File: src/rtl/debug_msg_gen_pkg.sv
// Shared types and constants for the debug message generator.
// Holds the word-counter width, FSM state encoding and LFSR polynomial.
package debug_msg_gen_pkg;

   localparam int WORD_COUNTER_SIZE = 8;

   typedef enum logic [1:0] {
      GEN_IDLE = 2'd0,
      GEN_SEND = 2'd1,
      GEN_GAP  = 2'd2
   } gen_state_t;

   // x^32 + x^22 + x^2 + x + 1, x^32 term implied by the shift-out bit
   localparam logic [31:0] LFSR_POLY = 32'h0040_0007;

   function automatic logic [31:0] lfsr_step(input logic [31:0] q);
      return {q[30:0], 1'b0} ^ (q[31] ? LFSR_POLY : 32'h0000_0000);
   endfunction

endpackage

File: src/rtl/debug_msg_gen_if.sv
// Avalon-ST style streaming interface: valid/ready handshake with sop/eop framing.
interface avalon_st_if #(
   parameter int DATA_W = 128
);
   logic              valid;
   logic              ready;
   logic              sop;
   logic              eop;
   logic [DATA_W-1:0] data;

   modport master (output valid, output sop, output eop, output data, input ready);
   modport slave  (input valid, input sop, input eop, input data, output ready);
endinterface

File: src/rtl/debug_msg_gen_lfsr32.sv
// 32-bit Galois LFSR used as the data source when DEBUG_MSG_GEN_LFSR_EN is defined.
module debug_lfsr32
   import debug_msg_gen_pkg::*;
(
   input  logic        clk,
   input  logic        rst,
   input  logic        load,
   input  logic [31:0] seed,
   input  logic        adv,
   output logic [31:0] q
);

   // An all-zero state would lock the LFSR, so a zero seed starts at 1
   always_ff @(posedge clk) begin
      if (rst) begin
         q <= 32'h0000_0000;
      end else if (load) begin
         q <= (seed == 32'h0000_0000) ? 32'h0000_0001 : seed;
      end else if (adv) begin
         q <= lfsr_step(q);
      end else begin
         q <= q;
      end
   end

endmodule

File: src/rtl/debug_msg_gen.sv
// Debug packet source: sop/eop framed packets of a deterministic pattern with ready backpressure.
// Define DEBUG_MSG_GEN_LFSR_EN to replace the incrementing pattern with a replicated 32-bit LFSR.
module debug_msg_gen
   import debug_msg_gen_pkg::*;
#(
   parameter int DATA_W     = 128,
   parameter int IPG_CYCLES = 2,
   parameter int PKT_CNT_W  = 16
) (
   input  logic                         clk,
   input  logic                         rst,
   input  logic                         start,
   input  logic                         stop,
   input  logic [WORD_COUNTER_SIZE-1:0] pkt_len,
   input  logic [PKT_CNT_W-1:0]         pkt_count,
   input  logic [DATA_W-1:0]            seed,
   avalon_st_if.master                  msg_out,
   output logic                         busy,
   output logic                         done,
   output logic [PKT_CNT_W-1:0]         pkts_sent
);

   localparam int GAP_W = (IPG_CYCLES > 1) ? $clog2(IPG_CYCLES) : 1;
   localparam logic [GAP_W-1:0] GAP_LAST = GAP_W'((IPG_CYCLES > 0) ? IPG_CYCLES - 1 : 0);
   localparam logic [GAP_W-1:0] GAP_ZERO = GAP_W'(0);
   localparam logic [GAP_W-1:0] GAP_ONE  = GAP_W'(1);
   localparam logic [WORD_COUNTER_SIZE-1:0] WC_ZERO = WORD_COUNTER_SIZE'(0);
   localparam logic [WORD_COUNTER_SIZE-1:0] WC_ONE  = WORD_COUNTER_SIZE'(1);
   localparam logic [PKT_CNT_W-1:0] PC_ZERO = PKT_CNT_W'(0);
   localparam logic [PKT_CNT_W-1:0] PC_ONE  = PKT_CNT_W'(1);

   gen_state_t                   state_r, state_nxt;
   logic                         valid_r, sop_r, eop_r;
   logic                         busy_r, done_r, stop_seen_r;
   logic [WORD_COUNTER_SIZE-1:0] len_last_r, wcnt_r;
   logic [PKT_CNT_W-1:0]         cnt_r, pkts_sent_r;
   logic [GAP_W-1:0]             gap_r;
   logic                         xfer_s, last_pkt_s;
   logic                         load_s, to_idle_s, gap_start_s, pkt_start_s;

   assign xfer_s     = valid_r & msg_out.ready;
   assign last_pkt_s = stop_seen_r | stop | ((cnt_r != PC_ZERO) && ((pkts_sent_r + PC_ONE) == cnt_r));

   // Next-state and control strobes
   always_comb begin
      state_nxt   = state_r;
      load_s      = 1'b0;
      to_idle_s   = 1'b0;
      gap_start_s = 1'b0;
      pkt_start_s = 1'b0;
      case (state_r)
         GEN_IDLE: begin
            if (start) begin
               state_nxt = GEN_SEND;
               load_s    = 1'b1;
            end else begin
               state_nxt = GEN_IDLE;
            end
         end
         GEN_SEND: begin
            if (xfer_s && eop_r) begin
               if (last_pkt_s) begin
                  state_nxt = GEN_IDLE;
                  to_idle_s = 1'b1;
               end else if (IPG_CYCLES > 0) begin
                  state_nxt   = GEN_GAP;
                  gap_start_s = 1'b1;
               end else begin
                  state_nxt   = GEN_SEND;
                  pkt_start_s = 1'b1;
               end
            end else begin
               state_nxt = GEN_SEND;
            end
         end
         GEN_GAP: begin
            if (gap_r == GAP_LAST) begin
               if (stop_seen_r || stop) begin
                  state_nxt = GEN_IDLE;
                  to_idle_s = 1'b1;
               end else begin
                  state_nxt   = GEN_SEND;
                  pkt_start_s = 1'b1;
               end
            end else begin
               state_nxt = GEN_GAP;
            end
         end
         default: begin
            state_nxt = GEN_IDLE;
            to_idle_s = 1'b1;
         end
      endcase
   end

   // State, framing and counters
   always_ff @(posedge clk) begin
      if (rst) begin
         state_r     <= GEN_IDLE;
         valid_r     <= 1'b0;
         sop_r       <= 1'b0;
         eop_r       <= 1'b0;
         busy_r      <= 1'b0;
         done_r      <= 1'b0;
         stop_seen_r <= 1'b0;
         len_last_r  <= WC_ZERO;
         wcnt_r      <= WC_ZERO;
         cnt_r       <= PC_ZERO;
         pkts_sent_r <= PC_ZERO;
         gap_r       <= GAP_ZERO;
      end else begin
         state_r <= state_nxt;
         busy_r  <= (state_nxt != GEN_IDLE);
         done_r  <= to_idle_s;
         if (load_s) begin
            len_last_r  <= (pkt_len == WC_ZERO) ? WC_ZERO : (pkt_len - WC_ONE);
            cnt_r       <= pkt_count;
            pkts_sent_r <= PC_ZERO;
            stop_seen_r <= 1'b0;
            wcnt_r      <= WC_ZERO;
            gap_r       <= GAP_ZERO;
            valid_r     <= 1'b1;
            sop_r       <= 1'b1;
            eop_r       <= (pkt_len <= WC_ONE);
         end else begin
            if (stop && (state_r != GEN_IDLE)) begin
               stop_seen_r <= 1'b1;
            end
            if (xfer_s) begin
               if (eop_r) begin
                  wcnt_r      <= WC_ZERO;
                  pkts_sent_r <= pkts_sent_r + PC_ONE;
               end else begin
                  wcnt_r <= wcnt_r + WC_ONE;
               end
            end
            if (to_idle_s || gap_start_s) begin
               valid_r <= 1'b0;
               sop_r   <= 1'b0;
               eop_r   <= 1'b0;
            end else if (pkt_start_s) begin
               valid_r <= 1'b1;
               sop_r   <= 1'b1;
               eop_r   <= (len_last_r == WC_ZERO);
            end else if (xfer_s) begin
               sop_r <= 1'b0;
               eop_r <= ((wcnt_r + WC_ONE) == len_last_r);
            end
            if (gap_start_s) begin
               gap_r <= GAP_ZERO;
            end else if (state_r == GEN_GAP) begin
               gap_r <= gap_r + GAP_ONE;
            end
         end
      end
   end

`ifdef DEBUG_MSG_GEN_LFSR_EN
   logic [31:0]       lfsr_q;
   logic [DATA_W-1:0] data_s;

   debug_lfsr32 u_lfsr (
      .clk  (clk),
      .rst  (rst),
      .load (load_s),
      .seed (seed[31:0]),
      .adv  (xfer_s),
      .q    (lfsr_q)
   );

   // Replicate the 32-bit LFSR word across the full data width
   always_comb begin
      data_s = {DATA_W{1'b0}};
      for (int i = 0; i < DATA_W; i++) begin
         data_s[i] = lfsr_q[i % 32];
      end
   end

   assign msg_out.data = data_s;
`else
   logic [DATA_W-1:0] data_r;

   // Incrementing pattern, carried across packet boundaries within a run
   always_ff @(posedge clk) begin
      if (rst) begin
         data_r <= {DATA_W{1'b0}};
      end else if (load_s) begin
         data_r <= seed;
      end else if (xfer_s) begin
         data_r <= data_r + {{(DATA_W-1){1'b0}}, 1'b1};
      end else begin
         data_r <= data_r;
      end
   end

   assign msg_out.data = data_r;
`endif

   assign msg_out.valid = valid_r;
   assign msg_out.sop   = sop_r;
   assign msg_out.eop   = eop_r;
   assign busy          = busy_r;
   assign done          = done_r;
   assign pkts_sent     = pkts_sent_r;

endmodule

File: src/flat_wrapper.sv
// flat-port wrapper written by rule: the top's interface ports become plain ports
module debug_msg_gen_flat import debug_msg_gen_pkg::*;
#(
   parameter int DATA_W     = 128,
   parameter int IPG_CYCLES = 2,
   parameter int PKT_CNT_W  = 16
)
  (clk, rst, start, stop, pkt_len, pkt_count, seed, busy, done, pkts_sent, msg_out_valid, msg_out_sop, msg_out_eop, msg_out_data, msg_out_ready);
  avalon_st_if #(.DATA_W(DATA_W)) msg_out_i ();
  input  logic clk;
  input  logic rst;
  input  logic start;
  input  logic stop;
  input  logic [WORD_COUNTER_SIZE-1:0] pkt_len;
  input  logic [PKT_CNT_W-1:0] pkt_count;
  input  logic [DATA_W-1:0] seed;
  output logic busy;
  output logic done;
  output logic [PKT_CNT_W-1:0] pkts_sent;
  output wire logic [$bits(msg_out_i.valid)-1:0] msg_out_valid;
  output wire logic [$bits(msg_out_i.sop)-1:0] msg_out_sop;
  output wire logic [$bits(msg_out_i.eop)-1:0] msg_out_eop;
  output wire logic [$bits(msg_out_i.data)-1:0] msg_out_data;
  input wire logic [$bits(msg_out_i.ready)-1:0] msg_out_ready;
  assign msg_out_valid = msg_out_i.valid;
  assign msg_out_sop = msg_out_i.sop;
  assign msg_out_eop = msg_out_i.eop;
  assign msg_out_data = msg_out_i.data;
  assign msg_out_i.ready = msg_out_ready;
  debug_msg_gen #(.DATA_W(DATA_W), .IPG_CYCLES(IPG_CYCLES), .PKT_CNT_W(PKT_CNT_W)) u_core (.clk(clk), .rst(rst), .start(start), .stop(stop), .pkt_len(pkt_len), .pkt_count(pkt_count), .seed(seed), .msg_out(msg_out_i), .busy(busy), .done(done), .pkts_sent(pkts_sent));
endmodule
File: config.mk
export PLATFORM = sky130hd
export DESIGN_NAME = debug_msg_gen_flat
export DESIGN_NICKNAME = d
export VERILOG_FILES = /design/src/rtl/debug_msg_gen_pkg.sv /design/src/rtl/debug_msg_gen_if.sv /design/src/rtl/debug_msg_gen_lfsr32.sv /design/src/rtl/debug_msg_gen.sv /design/src/flat_wrapper.sv
export SDC_FILE = /design/constraint.sdc
export NUM_CORES = 1
export LEC_CHECK = 0
export ABC_CLOCK_PERIOD_IN_PS = 3530
export CORE_MARGIN = 4
export CORE_UTILIZATION = 40
export DETAILED_ROUTE_END_ITERATION = 8
export GPL_TIMING_DRIVEN = 0
export PLACE_DENSITY = 0.79
export REMOVE_ABC_BUFFERS = 1
export SLEW_MARGIN = 20
export SYNTH_ARGS = -nofsm -noshare
export SYNTH_HDL_FRONTEND = slang
export SYNTH_SLANG_ARGS = --single-unit
File: constraint.sdc
create_clock -name clk -period 3.53 [get_ports clk]
set_input_delay 0.8825 -clock clk [delete_from_list [all_inputs] [get_ports clk]]
set_output_delay 0.8825 -clock clk [all_outputs]
set_load 0.03 [all_outputs]
==> Yosys cells after proc, flatten, opt, wreduce, memory -nomap -nowiden <==
Index checks and enable logic that the tools add are counted.
{ "op_classes": {"add_sub_neg": 5, "n_lt_le_gt_ge": 1, "n_eq_ne": 4, "muxes": 34, "bitwise": 3, "n_reduce_logical": 17} }
{ "op_table": {"columns": ["cell", "n"], "rows": [
  ["two-way mux 128 bit", 2],
  ["adder 128 x 1 -> 128 bit (second input constant)", 1],
  ["two-way mux 1 bit", 25],
  ["adder 16 x 1 -> 16 bit (second input constant)", 1],
  ["== test 16 bit", 1],
  ["logical NOT 8 bit", 2],
  ["two-way mux 8 bit", 2],
  ["nonzero test 16 bit", 1],
  ["adder 8 x 1 -> 8 bit (second input constant)", 1],
  ["== test 8 bit", 1],
  ["less-or-equal comparator 8 x 1 -> 1 bit (second input constant)", 1],
  ["subtractor 8 x 1 -> 8 bit (second input constant)", 1],
  ["two-way mux 2 bit", 3],
  ["one-hot mux 2 bit (3 select lines)", 1],
  ["nonzero test 2 bit", 3],
  ["nonzero test 4 bit", 1],
  ["logical AND 1 bit", 3],
  ["one-hot mux 1 bit (3 select lines)", 1],
  ["nonzero test 3 bit", 1],
  ["OR reduction 3 bit", 1],
  ["== test 2 x 1 -> 1 bit (second input constant)", 1],
  ["== test 2 bit (second input constant)", 1],
  ["logical NOT 2 bit", 1],
  ["logical OR 1 bit", 2],
  ["other kinds (5)", 6]
]} }
{ "word_totals": {"ff_bits": 185, "inputBits": 157, "out_inout_bits": 149, "word_cells": 77} }

==> Depth between registers and ports, before layout <==
Gate-level depths: netlist (run 1).
{ "logic_depth": {"ltp_word": 10, "mapped_depth": 10, "ltp_nobuf": 9} }

==> Least setup slack after synthesis (run 1) <==
OpenSTA, ideal clock, no wires.
{ "synth_path": {"kind": "input port to flip-flop", "from": "input msg_out_ready", "to": "register u_core.data_r[127] (netlist: u_core.msg_out.data[127])", "setup_time_ns": 0.091, "t_arrival_ns": 3.123, "required_ns": 3.439, "path_slack_ns": 0.316, "path_stages": 9, "cell_sequence": "nand4_4 -> nor4_4 -> nand4b_4 -> nor4_4 -> nand2_1 -> or4_1 -> buf_2 -> or3_1 -> a311oi_1"} }
{ "synth_between": {"elab_chain_len": 2} }
{ "synth_lines": {"columns": ["element", "line_no", "rtl"], "rows": [
  ["start: declaration", "flat_wrapper.sv:24", "input wire logic [$bits(msg_out_i.ready)-1:0] msg_out_ready;"],
  ["bitwise AND 1 bit", "debug_msg_gen.sv:41", "assign xfer_s = valid_r & msg_out.ready;"],
  ["nonzero test 2 bit (no line)", null, null],
  ["end signal: assignment", "debug_msg_gen.sv:186", "data_r <= {DATA_W{1'b0}};"],
  ["end signal: assignment", "debug_msg_gen.sv:190", "data_r <= data_r + {{(DATA_W-1){1'b0}}, 1'b1};"],
  ["end signal: assignment", "debug_msg_gen.sv:192", "data_r <= data_r;"],
  ["end: declaration", "debug_msg_gen.sv:181", "logic [DATA_W-1:0] data_r;"]
]} }
Every way passes these cells.
A chain may end at the register's enable or synchronous reset.

==> Worst setup path after layout (run 1) <==
Ends and elaborated chain as after synthesis.

==> summary.txt, run 1 <==
I/O Buffers: 305
Post-DRT Antenna Nets: 0
DIE AREA: 27710 um2
Vias in the first global route: 10050
Rows: 57
TritonCTS clock tree: yes
# nets final: 1699
Metal3 WL: 2.440 mm
Final Hold Vio Count: 0
Crit path largest cell delay: 0.55 ns
DRC violations left: 0
Clock buffer depth: 2
Initial drt markers: 674
Synth top cells by count: 208 x nor2_1, 185 x dfxtp_1, 123 x nand2_1
Worst hold slack: 0.4770 ns
Pwr per Cell Area: 398.9 nW/um2
Worst skew pair latency: 0.43 ns
Yosys reg bits: 185
Total negative slack: 0 ns
Non-Filler Instances: 1874
Final core occ: 0.5720
Unrepaired setup endpoints after global routing: false
Gr ovfl total: 0
Status: completed
Clk root buf: clkbuf_16
Vias per inst: 5.533
Met2 routed WL: 15.37 mm
Initial Util: 0.4094
Final Cycle Share: 0.9631
Num ports: 306
Asr flop ratio synth: 0
Yosys warns: 0
Antenna violations before repair: 2
Via count: 10370
CP Data Required Time: 3.87 ns
Clock skew: 0.01531 ns
Main synth FF type: dfxtp_1
Placed Cells: 1838
Fmax: 0.2941 GHz
Slowest cell on crit path: clkdlybuf4s50_1
Worst Hold Class: reg -> reg
Max-capacitance violation count: 0
DRT Pass-1 Iters: 5
Metal-1 WL: 12.94 mm
P&R area growth vs syn: 39.70%
Post-Route WL: 31.85 mm
GRT Overall Usage: 0.2213
Most common cell on crit path: nor4_4
Core Box Area: 24530 um2
Clock Sinks: 185
Average size of a mapped cell: 7.878 um2
CTS clk-pin slew, worst paths: 0.08 ns
Max Used Layer: met5
Layout cells sized above 1: 0.03809
Slew Limit Fails: 0
Pin count of the biggest net entering global routing: 86
WL/cell: 16.99 um
CTS H-tree depth: 4
Die height: 166.5 um
Netlist Area Pre-Place: 10040 um2
RD Place Congestion: 0.8571
Synth Instances: 1275
Max IR drop VDD: 279.5 uV
Top cell type by total area after synthesis: dfxtp_1
Wire length of the first global-routing pass: 51.66 mm
Synth unique cells: 47
Die width: 166.5 um
Max-slew headroom: 0.2805
Reg-to-reg slack, setup: 0.30 ns
Fin crit period: 3.400 ns
Setup Viol. Count Final: 0
Worst endpoint data arrival time: 3.74 ns
Seq/Total Area, Yosys: 0.3687
Leak: 4.773 nW
Slew @ Worst Pin: 1.079 ns
CTS buffer count: 17
Synth top area share: 0.3687
Synth top area cells: dfxtp_1 37%, a211oi_1 7.8%, nor2_1 7.8%, xnor2_1 7.5%, xor2_1 6.3%
DP HPWL: 23.41 mm
CP Cell Sequence: clkdlybuf4s50_1 > nand4_4 > nor4_4 > nand4b_4 > nor4_4 > nand2_1 > or4_4 > or3_1 > a311oi_1
Critical setup path kind: in -> reg
CP Capture Type: flop
Cell with the most instances after synthesis: nor2_1
Startpoint Class: input pin
Worst-path fanout max: 9
Number of synthesized flops with an enable pin: 0
## power by group
part           internal [mW]  total, mW  switching, mW
Sequential              2.25       2.45          0.209
Combinational          0.583       1.24          0.660
Clock                  0.975       1.90          0.924
## registers in the layout, indices dropped and copies added (netlist names)
name                  count
u_core.done               1
u_core.msg_out.valid      1
u_core.pkts_sent         16
u_core.busy               1
u_core.msg_out.eop        1
u_core.len_last_r         8
u_core.stop_seen_r        1
u_core.msg_out.sop        1
u_core.cnt_r             16
u_core.gap_r              1
u_core.wcnt_r             8
u_core.msg_out.data     128
u_core.state_r            2
## worst max-delay path, delay by kind of cell
family,cells,cell delay (ns)
AOI/OAI and AO/OA,1,0.24
buffers and inverters,1,0.55
and+or+nand+nor,7,2.06
## cell type report
class / count / area [um2]
Sequential cell: 185 / 3704
Timing Repair Buffer: 315 / 3227
Multi-Input combinational cell: 1001 / 6052
Antenna cell: 1 / 2.502
Clock buffer: 19 / 452.9
Inverter: 16 / 60.06
Clock inverter: 13 / 128.9
Tap cell: 324 / 405.4
Fill cell: 2255 / 10500
## final timing paths
check,endpoint,depth (start not counted),from
min reg2reg,u_core.stop_seen_r$_SDFFE_PP0P_,2,u_core.stop_seen_r$_SDFFE_PP0P_
min,u_core.stop_seen_r$_SDFFE_PP0P_,2,u_core.stop_seen_r$_SDFFE_PP0P_
max reg2reg,u_core.msg_out.data[115]$_SDFFE_PP0P_,8,u_core.msg_out.data[28]$_SDFFE_PP0P_
max,u_core.msg_out.data[127]$_SDFFE_PP0P_,9,msg_out_ready
## timing repair
action,4_1_cts,5_1_grt
hold buffers,0,0
setup endpoints to repair,26,15
setup buffers,3,0
endpoints found under the hold margin,0,0
gates resized for setup,3,2
pin swaps,3,2
## kinds of logic (layout without fill, tap and decap cells)
family,Yosys count,count (layout),share of synthesized area
and+or+nand+nor,611,611,0.2998
AOI/OAI and AO/OA,223,223,0.1497
DFF,185,185,0.3687
xor gates and xnor gates,158,158,0.1378
buffers and inverters,89,363,0.03351
adders and majority gates,7,7,0.008470
muxes,2,2,0.001993
other,0,1,0
## layer usage
layer  track usage  vias up
met3       0.06731       59
met2        0.3775      353
met4       0.07862        2
li1              -     5067
met1        0.2646     4888
met5             0        -
## through the flow
stage          setup WS (ns)  instance area (um2)  total power, mW
2_1_floorplan         -1.419                 9768            3.102
3_3_place_gp          -3.801                13230            3.732
3_5_place_dp         -0.7867                13400            3.739
4_1_cts              0.01654                14020            5.649
5_1_grt              0.01311                14030            5.847
6_report              0.1303                14030            5.597
## layout by cell type (no fill, tap or decap), types with 42 or more instances in the layout
cell and instances:
nand4_1 42, a211oi_1 105, a21oi_1 42, nor2_1 207, nor3_1 46, nand2_1 123
dfxtp_1 185, clkdlybuf4s50_1 304, nand3_1 59, xnor2_1 86, xor2_1 72
(Power assumes the default switching activity.)
==> run 2, diff against run 1 <==
--- a/config.mk
+++ b/config.mk
@@ -6,11 +6,13 @@
 export NUM_CORES = 1
 export LEC_CHECK = 0
 export ABC_CLOCK_PERIOD_IN_PS = 3530
+export CELL_PAD_IN_SITES_DETAIL_PLACEMENT = 1
+export CELL_PAD_IN_SITES_GLOBAL_PLACEMENT = 2
 export CORE_MARGIN = 4
-export CORE_UTILIZATION = 40
+export CORE_UTILIZATION = 27
 export DETAILED_ROUTE_END_ITERATION = 8
 export GPL_TIMING_DRIVEN = 0
-export PLACE_DENSITY = 0.79
+export PLACE_DENSITY = 0.91
 export REMOVE_ABC_BUFFERS = 1
 export SLEW_MARGIN = 20
 export SYNTH_ARGS = -nofsm -noshare
==> run 2 against run 1 <==
Final area grew 1.7%. Core utilization shrank 18 points. Fmax grew 5.2%. Die area grew 46%. Wire length up 17%. Combinational power hardly changed. Register-to-register slack hardly changed.
==> summary.txt, run 2 (same netlist as run 1, synthesis figures left out) <==
Status: completed
P&R area growth vs syn: 42.11%
Slew @ Worst Pin: 0.8827 ns
Layout cells sized above 1: 0.03995
Critical setup path kind: reg -> reg
Post-DRT Antenna Nets: 0
DRC violations left: 0
CTS buffer count: 17
Via count: 10340
Setup Viol. Count Final: 0
DRT Pass-1 Iters: 4
Worst Hold Class: reg -> reg
RD Place Congestion: 0.8154
Rows: 70
Antenna violations before repair: 4
CP Data Required Time: 3.90 ns
Commonest cells after routing, fill and taps aside: 303 x clkdlybuf4s50_1, 207 x nor2_1, 185 x dfxtp_1
Worst skew pair latency: 0.45 ns
Fin crit period: 3.231 ns
Slew Limit Fails: 0
Worst-path fanout max: 6
Die width: 200.9 um
Wire length of the first global-routing pass: 59.35 mm
Unrepaired setup endpoints after global routing: false
Non-Filler Instances: 2023
Max FFs per register: 128
Leak: 4.781 nW
Critical Path Sink: u_core.msg_out.data[115]$_SDFFE_PP0P_
TritonCTS clock tree: yes
Initial Util: 0.2737
Max IR drop VDD: 322.8 uV
Vias in the first global route: 10730
Reg-to-reg slack, setup: 0.30 ns
Clock buffer depth: 2
Placed Cells: 1983
Clk root buf: clkbuf_16
GRT Overall Usage: 0.1783
CTS H-tree depth: 4
Final Hold Vio Count: 0
Worst endpoint data arrival time: 3.60 ns
Clock Sinks: 185
Initial drt markers: 407
CP Launch Point: u_core.msg_out.data[28]$_SDFFE_PP0P_
Num ports: 306
Clock skew: 0.01698 ns
Vias per inst: 5.113
CP Capture Type: flop
Total negative slack: 0 ns
Startpoint Class: flop
Core Box Area: 36700 um2
Pin count of the biggest net entering global routing: 99
Fmax: 0.3095 GHz
Die height: 200.9 um
Worst r2r dst: u_core.msg_out.data[115]$_SDFFE_PP0P_
WL/cell: 18.36 um
Fill cells: 4392
Commonest non-fill, non-tap cell in the layout: clkdlybuf4s50_1
# nets final: 1702
Register Area: 3704 um2
Post-Route WL: 37.15 mm
DIE AREA: 40350 um2
Pwr per Cell Area: 400.7 nW/um2
Final Cycle Share: 0.9152
Reg-to-reg startpoint: u_core.msg_out.data[28]$_SDFFE_PP0P_
Pwr Total: 5.720 mW
DP HPWL: 27.82 mm
I/O Buffers: 305
Multi-input logic area: 6052 um2
Gr ovfl total: 0
CTS clk-pin slew, worst paths: 0.08 ns
Max-capacitance violation count: 0
Reg2reg path depth: 8
Max-slew headroom: 0.4061
## run 2: cell types whose count changed in the layout (fill, tap and decap cells not counted), moves of 2 or more
cell	before	now
buf_16	2	6
bufinv_16	0	2
buf_12	4	0
diode_2	1	3
clkinvlp_4	0	4
clkinv_4	7	1
inv_8	3	1
buf_4	3	7
clkbuf_1	0	2
## run 2: critical path, cell delays in order, from the launching register on
cell	delay, ns
dfxtp_1	0.45
nand3_1	0.18
or3_1	0.45
nor4_1	0.77
nand3_1	0.32
or2_2	0.46
nor3_1	0.21
xnor2_1	0.10
a211oi_1	0.22
## run 2: metrics by stage
step,instance area [um2],hold slack (ns),utilization,worst slack [ns]
finish,14270,0.4902,0.3890,0.2995
global route,14270,0.5196,0.3890,0.03841
CTS,14260,0.4900,0.3887,0.01902
detailed placement,13620,0.4640,0.3710,-1.002
global placement,13410,0.4455,0.3653,-4.283
floorplan,9768,0.4359,-,-1.419
## run 2: worst min path at each step
stage,start,end,slack [ns],cells after the start
after floorplan,u_core.stop_seen_r$_SDFFE_PP0P_,u_core.stop_seen_r$_SDFFE_PP0P_,0.44,2
after global placement,u_core.stop_seen_r$_SDFFE_PP0P_,u_core.stop_seen_r$_SDFFE_PP0P_,0.45,2
after detailed placement,u_core.stop_seen_r$_SDFFE_PP0P_,u_core.stop_seen_r$_SDFFE_PP0P_,0.46,2
after CTS,u_core.stop_seen_r$_SDFFE_PP0P_,u_core.stop_seen_r$_SDFFE_PP0P_,0.49,2
after global routing,u_core.stop_seen_r$_SDFFE_PP0P_,u_core.stop_seen_r$_SDFFE_PP0P_,0.52,2
final,u_core.stop_seen_r$_SDFFE_PP0P_,u_core.stop_seen_r$_SDFFE_PP0P_,0.49,2
## run 2: area by class of cell
type,instances,area share
Clock inverter,12,0.009905
Timing Repair Buffer,318,0.2296
Tap cell,468,0.04102
Antenna cell,3,0.0005259
Sequential cell,185,0.2594
Multi-Input combinational cell,1001,0.4240
Inverter,16,0.004207
Clock buffer,20,0.03129
## run 2: timing repair
item | 4_1_cts | 5_1_grt
hold endpoints to repair | 0 | 0
pin swaps | 4 | 3
hold buffers | 0 | 0
resized for setup | 6 | 1
setup buffers | 5 | 0
setup endpoints to repair | 25 | 12
## run 2: where the power goes
group	total [mW]	internal (mW)	switching [mW]
combinational	1.27	0.589	0.679
sequential	2.46	2.25	0.217
clock	1.99	1.07	0.913
## run 2: metal layers
| metal | up-vias | part of all wire | GRT usage |
|---|---|---|---|
| met5 | - | 0.00035 | 0 |
| met4 | 2 | 0.027 | 0.06219 |
| li1 | 5067 | - | - |
| met3 | 57 | 0.051 | 0.04604 |
| met2 | 210 | 0.48 | 0.3021 |
| met1 | 5007 | 0.44 | 0.2200 |
==> run 3, diff against run 2 <==
--- a/config.mk
+++ b/config.mk
@@ -10,6 +10,7 @@
 export CELL_PAD_IN_SITES_GLOBAL_PLACEMENT = 2
 export CORE_MARGIN = 4
 export CORE_UTILIZATION = 27
+export CTS_CLUSTER_SIZE = 40
 export DETAILED_ROUTE_END_ITERATION = 8
 export GPL_TIMING_DRIVEN = 0
 export PLACE_DENSITY = 0.91
==> results of run 3 <==
The final DEF is identical to that of run 2; final timing and power are the same.
